`src/rtl/mips_boot_loader.sv`:
```
// mips_boot_loader: byte-serial program loader for pipe_MIPS32.
// Receives a length-prefixed image (N[15:8], N[7:0], then N big-endian
// 32-bit words) over a valid/ready byte stream. It writes the words to
// instruction/data memory from word address 0 upward, then releases the core.
//
// Optional feature: define MIPS_BOOT_CHECKSUM_EN to require a trailing
// XOR checksum byte over all payload bytes before the core is released.
//
// Ports:
//   clk1        system clock, rising edge
//   rst         synchronous active-high reset
//   in_valid    source presents a byte on in_data
//   in_data     stream byte
//   in_ready    loader accepts a byte this cycle
//   mem_we      one-cycle memory write strobe
//   mem_addr    word address of the write
//   mem_wdata   word to write
//   core_run    core released (image fully written)
//   load_done   image fully written
//   err         load aborted (oversize header or checksum mismatch)
//   word_count  words written so far
module mips_boot_loader #(
  parameter int unsigned ADDR_W    = 10,
  parameter int unsigned MEM_DEPTH = 1024
) (
  input  logic              clk1,
  input  logic              rst,
  input  logic              in_valid,
  input  logic [7:0]        in_data,
  output logic              in_ready,
  output logic              mem_we,
  output logic [ADDR_W-1:0] mem_addr,
  output logic [31:0]       mem_wdata,
  output logic              core_run,
  output logic              load_done,
  output logic              err,
  output logic [ADDR_W:0]   word_count
);

  typedef enum logic [2:0] {
    HDR_HI,
    HDR_LO,
    DATA,
    WR,
`ifdef MIPS_BOOT_CHECKSUM_EN
    CSUM,
`endif
    DONE,
    ERROR
  } state_t;

  // State entered once the payload (possibly empty) is complete.
`ifdef MIPS_BOOT_CHECKSUM_EN
  localparam state_t END_STATE = CSUM;
`else
  localparam state_t END_STATE = DONE;
`endif

  state_t            state_q, state_d;
  logic [15:0]       n_q, n_d;
  logic [1:0]        byte_idx_q, byte_idx_d;
  logic [23:0]       asm_q, asm_d;
  logic [ADDR_W:0]   word_count_q, word_count_d;
  logic              in_ready_q, in_ready_d;
  logic              mem_we_q, mem_we_d;
  logic [ADDR_W-1:0] mem_addr_q, mem_addr_d;
  logic [31:0]       mem_wdata_q, mem_wdata_d;
  logic              core_run_q, core_run_d;
  logic              load_done_q, load_done_d;
  logic              err_q, err_d;
`ifdef MIPS_BOOT_CHECKSUM_EN
  logic [7:0]        csum_q, csum_d;
`endif

  logic              accept;
  logic [15:0]       n_full;
  logic [ADDR_W:0]   wc_inc;

  always_comb begin
    accept       = in_valid && in_ready_q;
    n_full       = {n_q[15:8], in_data};
    wc_inc       = word_count_q + 1'b1;
    state_d      = state_q;
    n_d          = n_q;
    byte_idx_d   = byte_idx_q;
    asm_d        = asm_q;
    word_count_d = word_count_q;
    mem_we_d     = 1'b0;
    mem_addr_d   = mem_addr_q;
    mem_wdata_d  = mem_wdata_q;
`ifdef MIPS_BOOT_CHECKSUM_EN
    csum_d       = csum_q;
`endif

    case (state_q)
      HDR_HI: if (accept) begin
        n_d[15:8] = in_data;
        state_d   = HDR_LO;
      end
      HDR_LO: if (accept) begin
        n_d[7:0] = in_data;
        if (n_full == 16'd0)
          state_d = END_STATE;
        else if (32'(n_full) > MEM_DEPTH)
          state_d = ERROR;
        else begin
          state_d    = DATA;
          byte_idx_d = 2'd0;
        end
      end
      DATA: if (accept) begin
        asm_d      = {asm_q[15:0], in_data};
        byte_idx_d = byte_idx_q + 2'd1;
`ifdef MIPS_BOOT_CHECKSUM_EN
        csum_d     = csum_q ^ in_data;
`endif
        // Registered write outputs are loaded on the 4th byte so the
        // strobe appears during the single WR cycle.
        if (byte_idx_q == 2'd3) begin
          state_d     = WR;
          mem_we_d    = 1'b1;
          mem_addr_d  = word_count_q[ADDR_W-1:0];
          mem_wdata_d = {asm_q, in_data};
        end
      end
      WR: begin
        word_count_d = wc_inc;
        state_d      = (32'(wc_inc) == 32'(n_q)) ? END_STATE : DATA;
      end
`ifdef MIPS_BOOT_CHECKSUM_EN
      CSUM: if (accept) begin
        state_d = (in_data == csum_q) ? DONE : ERROR;
      end
`endif
      default: ;  // DONE and ERROR are sticky until rst
    endcase

    // Status outputs are registered from the next state.
    in_ready_d  = !(state_d == WR || state_d == DONE || state_d == ERROR);
    core_run_d  = (state_d == DONE);
    load_done_d = (state_d == DONE);
    err_d       = (state_d == ERROR);
  end

  always_ff @(posedge clk1) begin
    if (rst) begin
      state_q      <= HDR_HI;
      n_q          <= '0;
      byte_idx_q   <= '0;
      asm_q        <= '0;
      word_count_q <= '0;
      in_ready_q   <= 1'b1;
      mem_we_q     <= 1'b0;
      mem_addr_q   <= '0;
      mem_wdata_q  <= '0;
      core_run_q   <= 1'b0;
      load_done_q  <= 1'b0;
      err_q        <= 1'b0;
`ifdef MIPS_BOOT_CHECKSUM_EN
      csum_q       <= '0;
`endif
    end else begin
      state_q      <= state_d;
      n_q          <= n_d;
      byte_idx_q   <= byte_idx_d;
      asm_q        <= asm_d;
      word_count_q <= word_count_d;
      in_ready_q   <= in_ready_d;
      mem_we_q     <= mem_we_d;
      mem_addr_q   <= mem_addr_d;
      mem_wdata_q  <= mem_wdata_d;
      core_run_q   <= core_run_d;
      load_done_q  <= load_done_d;
      err_q        <= err_d;
`ifdef MIPS_BOOT_CHECKSUM_EN
      csum_q       <= csum_d;
`endif
    end
  end

  assign in_ready   = in_ready_q;
  assign mem_we     = mem_we_q;
  assign mem_addr   = mem_addr_q;
  assign mem_wdata  = mem_wdata_q;
  assign core_run   = core_run_q;
  assign load_done  = load_done_q;
  assign err        = err_q;
  assign word_count = word_count_q;

endmodule

```
`config.mk`:
```
export PLATFORM = sky130hd
export DESIGN_NAME = mips_boot_loader
export DESIGN_NICKNAME = d
export VERILOG_FILES = /design/src/rtl/mips_boot_loader.sv
export SDC_FILE = /design/constraint.sdc
export NUM_CORES = 1
export LEC_CHECK = 0
export ABC_AREA = 1
export CAP_MARGIN = 20
export CORE_ASPECT_RATIO = 1.2
export CORE_MARGIN = 3
export CORE_UTILIZATION = 35
export DETAILED_ROUTE_END_ITERATION = 6
export PLACE_DENSITY = 0.64
export SLEW_MARGIN = 15
export SYNTH_ARGS = -nofsm -noshare
export SYNTH_HDL_FRONTEND = slang
export SYNTH_SLANG_ARGS = --single-unit
```
`constraint.sdc`:
```
create_clock -name clk1 -period 5.36 [get_ports clk1]
set_clock_uncertainty 0.2 [all_clocks]
set_input_delay 0.536 -clock clk1 [delete_from_list [all_inputs] [get_ports clk1]]
set_output_delay 0.536 -clock clk1 [all_outputs]
set_load 0.01 [all_outputs]
```
==> flow_summary.yaml <==
clocking:
  cts_root_buf: "clkbuf_16"
  cts_setup_buffers: 0
  holdBufCountCts: 0
  h-tree-depth: 3
  cts.repair.resized: 0
  cts.sinks: 102
  cts_tree: "built"
  clk_pin_slew_worst_paths_ps: 70
  cts_buffer_depth: 2
  cts_buffers: 9
  clock_latency_ps: 330
power_and_ir_drop:
  p_leak_uw: 0.002046
  p_comb_share_pct: 22.8
  sw_frac_of_total_pct: 31.92
  seq_power_share_pct: 45.7
  power_uw: 2071
  p_switching_uw: 661.2
  clkPwrFrac_pct: 31.5
  ir_worst_vdd_mv: 0.2440
  p_per_area_mw_per_mm2: 396.7
  intPower_uw: 1410
timing:
  fin_tns_setup_ps: 0
  finalMaxSlewViolations: 0
  worst_pin_slew_ps: 972.4
  maxSlewHeadroom_pct: 35.17
  setup_viol: 0
  period_needed_ps: 3255
  fmax_mhz: 307.2
  rsz0062_at_grt: "false"
  period_share_pct: 60.73
  hold-worst-slack_ps: 263.6
  hold_viol_final: 0
global_routing:
  grt-ovfl-total: 0
  grtUsageTotal_pct: 15.69
  grt_max_degree: 86
  grt_pass1_wl_um: 17040
  antenna_found_initial: 0
  grt_pass1_vias: 3620
job:
  max-cap-violations: 0
logic_synthesis:
  yosys_most_used_dff: "dfxtp_1"
  postSynthCellCount: 560
  yosys.area.top_type: "dfxtp_1"
  postSynthNetCount: 573
  avgSynthCellArea_um2: 7.411
  yosys-top-cells-area: "dfxtp_1 49%, o21ai_0 9.0%, nand2_1 6.8%"
  ys_seq_area_share_pct: 49.20
  synthArstFlopShare_pct: 0
  synth_enable_flop_cells: 0
  yosysMostFrequentCell: "dfxtp_1"
  synthTopCellsByCount: "102 x dfxtp_1, 75 x nand2_1, 75 x o21ai_0"
  netlist_area_mm2: 0.004150
  yosysTopAreaCellShare_pct: 49.20
  ys_types: 27
  ys_warn_count: 0
  yosys_register_bits: 102
drt:
  wl_per_cell_um: 13.31
  ant_nets: 0
  wl_met3_um: 491
  drc: 0
  wirelength_met1_um: 4453
  post_drt_via_cell_ratio: 4.877
  firstDrtPassIters: 4
  via_count: 3760
  met2_length_um: 5013
  initialDrtViolationCount: 195
  routed.top_layer: "met4"
  wirelength_um: 10260
place:
  port_buffers: 68
  dp.final_hpwl_um: 7337
  gp_congestion: 0.8610
  dp.cells: 756
floorplan:
  die_h_um: 125.3
  io_pins: 69
  start_util_pct: 36.73
  die_x_um: 105.4
  row_count: 42
  dieArea_mm2: 0.01321
  core_mm2: 0.01130
hold_path:
  hold_path_depth: 2
  min_path_type: "flop to flop"
critical_path:
  r2r_cells: 7
  critical_path_required_ps: 5420
  arrival_ps: 3310
  cp-end-kind: "flop"
  startpoint_type: "input port"
  crit_fanout: 44
  path_class: "input port to flop"
cells_and_area:
  syn_to_final_growth_pct: 25.81
  drive_above_1_share_pct: 4.538
  fin_nets: 626
  final_util_pct: 46.21
  n_antenna_cell: 0
  final_cells: 771
status:
  outcome: "finished, final reports clean"
-- worst max-delay path: stages --
cell             delay, ps
clkdlybuf4s50_1        450
nand2_1                 70
inv_1                  120
nand2_2                320
nor2_4                 780
inv_2                  440
nor2_4                 190
inv_1                  180
o21ai_0                210
-- layout make-up --
cell class                 count  area, µm²
fill                        1152       6077
sequential                   102       2042
multi-input combinational    363       1743
timing repair buffer          69      688.2
inverter                      68      256.5
clock buffer                  10      239.0
tap                          154      192.7
clock inverter                 5      60.06
-- metrics by stage --
| stage | cell area (µm²) | worst slack, ps |
|---|---|---|
| 3_5_place_dp | 4921 | 1717 |
| 2_1_floorplan | 4150 | 3392 |
| 4_1_cts | 5220 | 2071 |
| 5_1_grt | 5221 | 1704 |
| 6_report | 5221 | 2105 |
| 3_3_place_gp | 4921 | 1859 |
-- cells by family after synthesis --
logic type | synth area share, %
AO/OA/AOI/OAI | 18.69
buffers and inverters | 8.924
flip-flops | 49.20
AND/OR/NAND/NOR | 22.58
adder cells (fa/ha/maj) | 0.6029
-- metal layers --
metal | vias to the layer above | track usage [%]
met5 | - | 0
met1 | 1687 | 19.31
met3 | 21 | 2.577
li1 | 1951 | -
met2 | 101 | 27.14
met4 | 0 | 6.332
-- power groups by stage --
stage / sequential, µW / combinational (µW) / clock (µW)
6_report: 946 / 472 / 653
5_1_grt: 960 / 552 / 692
4_1_cts: 946 / 477 / 661
2_1_floorplan: 942 / 349 / 0
3_5_place_dp: 961 / 474 / 0
3_3_place_gp: 958 / 463 / 0
-- state kept, by name, indices dropped and copies added (netlist names), 2 cells and up --
signal,count
mem_wdata,32
asm_q,24
n_q,16
word_count,11
mem_addr,10
state_q,3
byte_idx_q,2
-- final timing paths --
kind	to	from	slack, ps
setup / recovery	mem_wdata[5]	in_valid	2100
hold / removal	in_ready	state_q[1]	260
setup reg to reg	mem_wdata[5]	state_q[2]	2220
hold reg to reg	in_ready	state_q[1]	260
-- cell usage in the layout, fill, tap and decap left out, drive strengths merged, types with 2 or more instances in the layout --
| cell type | netlist | routed |
|---|---|---|
| nand4 | 3 | 3 |
| nor3 | 5 | 5 |
| clkinv | 2 | 6 |
| clkbuf | 21 | 10 |
| nor2 | 76 | 76 |
| dfxtp | 102 | 102 |
| o211ai | 7 | 7 |
| clkdlybuf4s50 | 0 | 68 |
| inv | 66 | 65 |
| nand2 | 76 | 76 |
| nand3 | 54 | 54 |
| o21ai | 79 | 79 |
| ha | 2 | 2 |
| a211oi | 10 | 10 |
| a21oi | 49 | 49 |
Power figures use the tool's default switching activity.
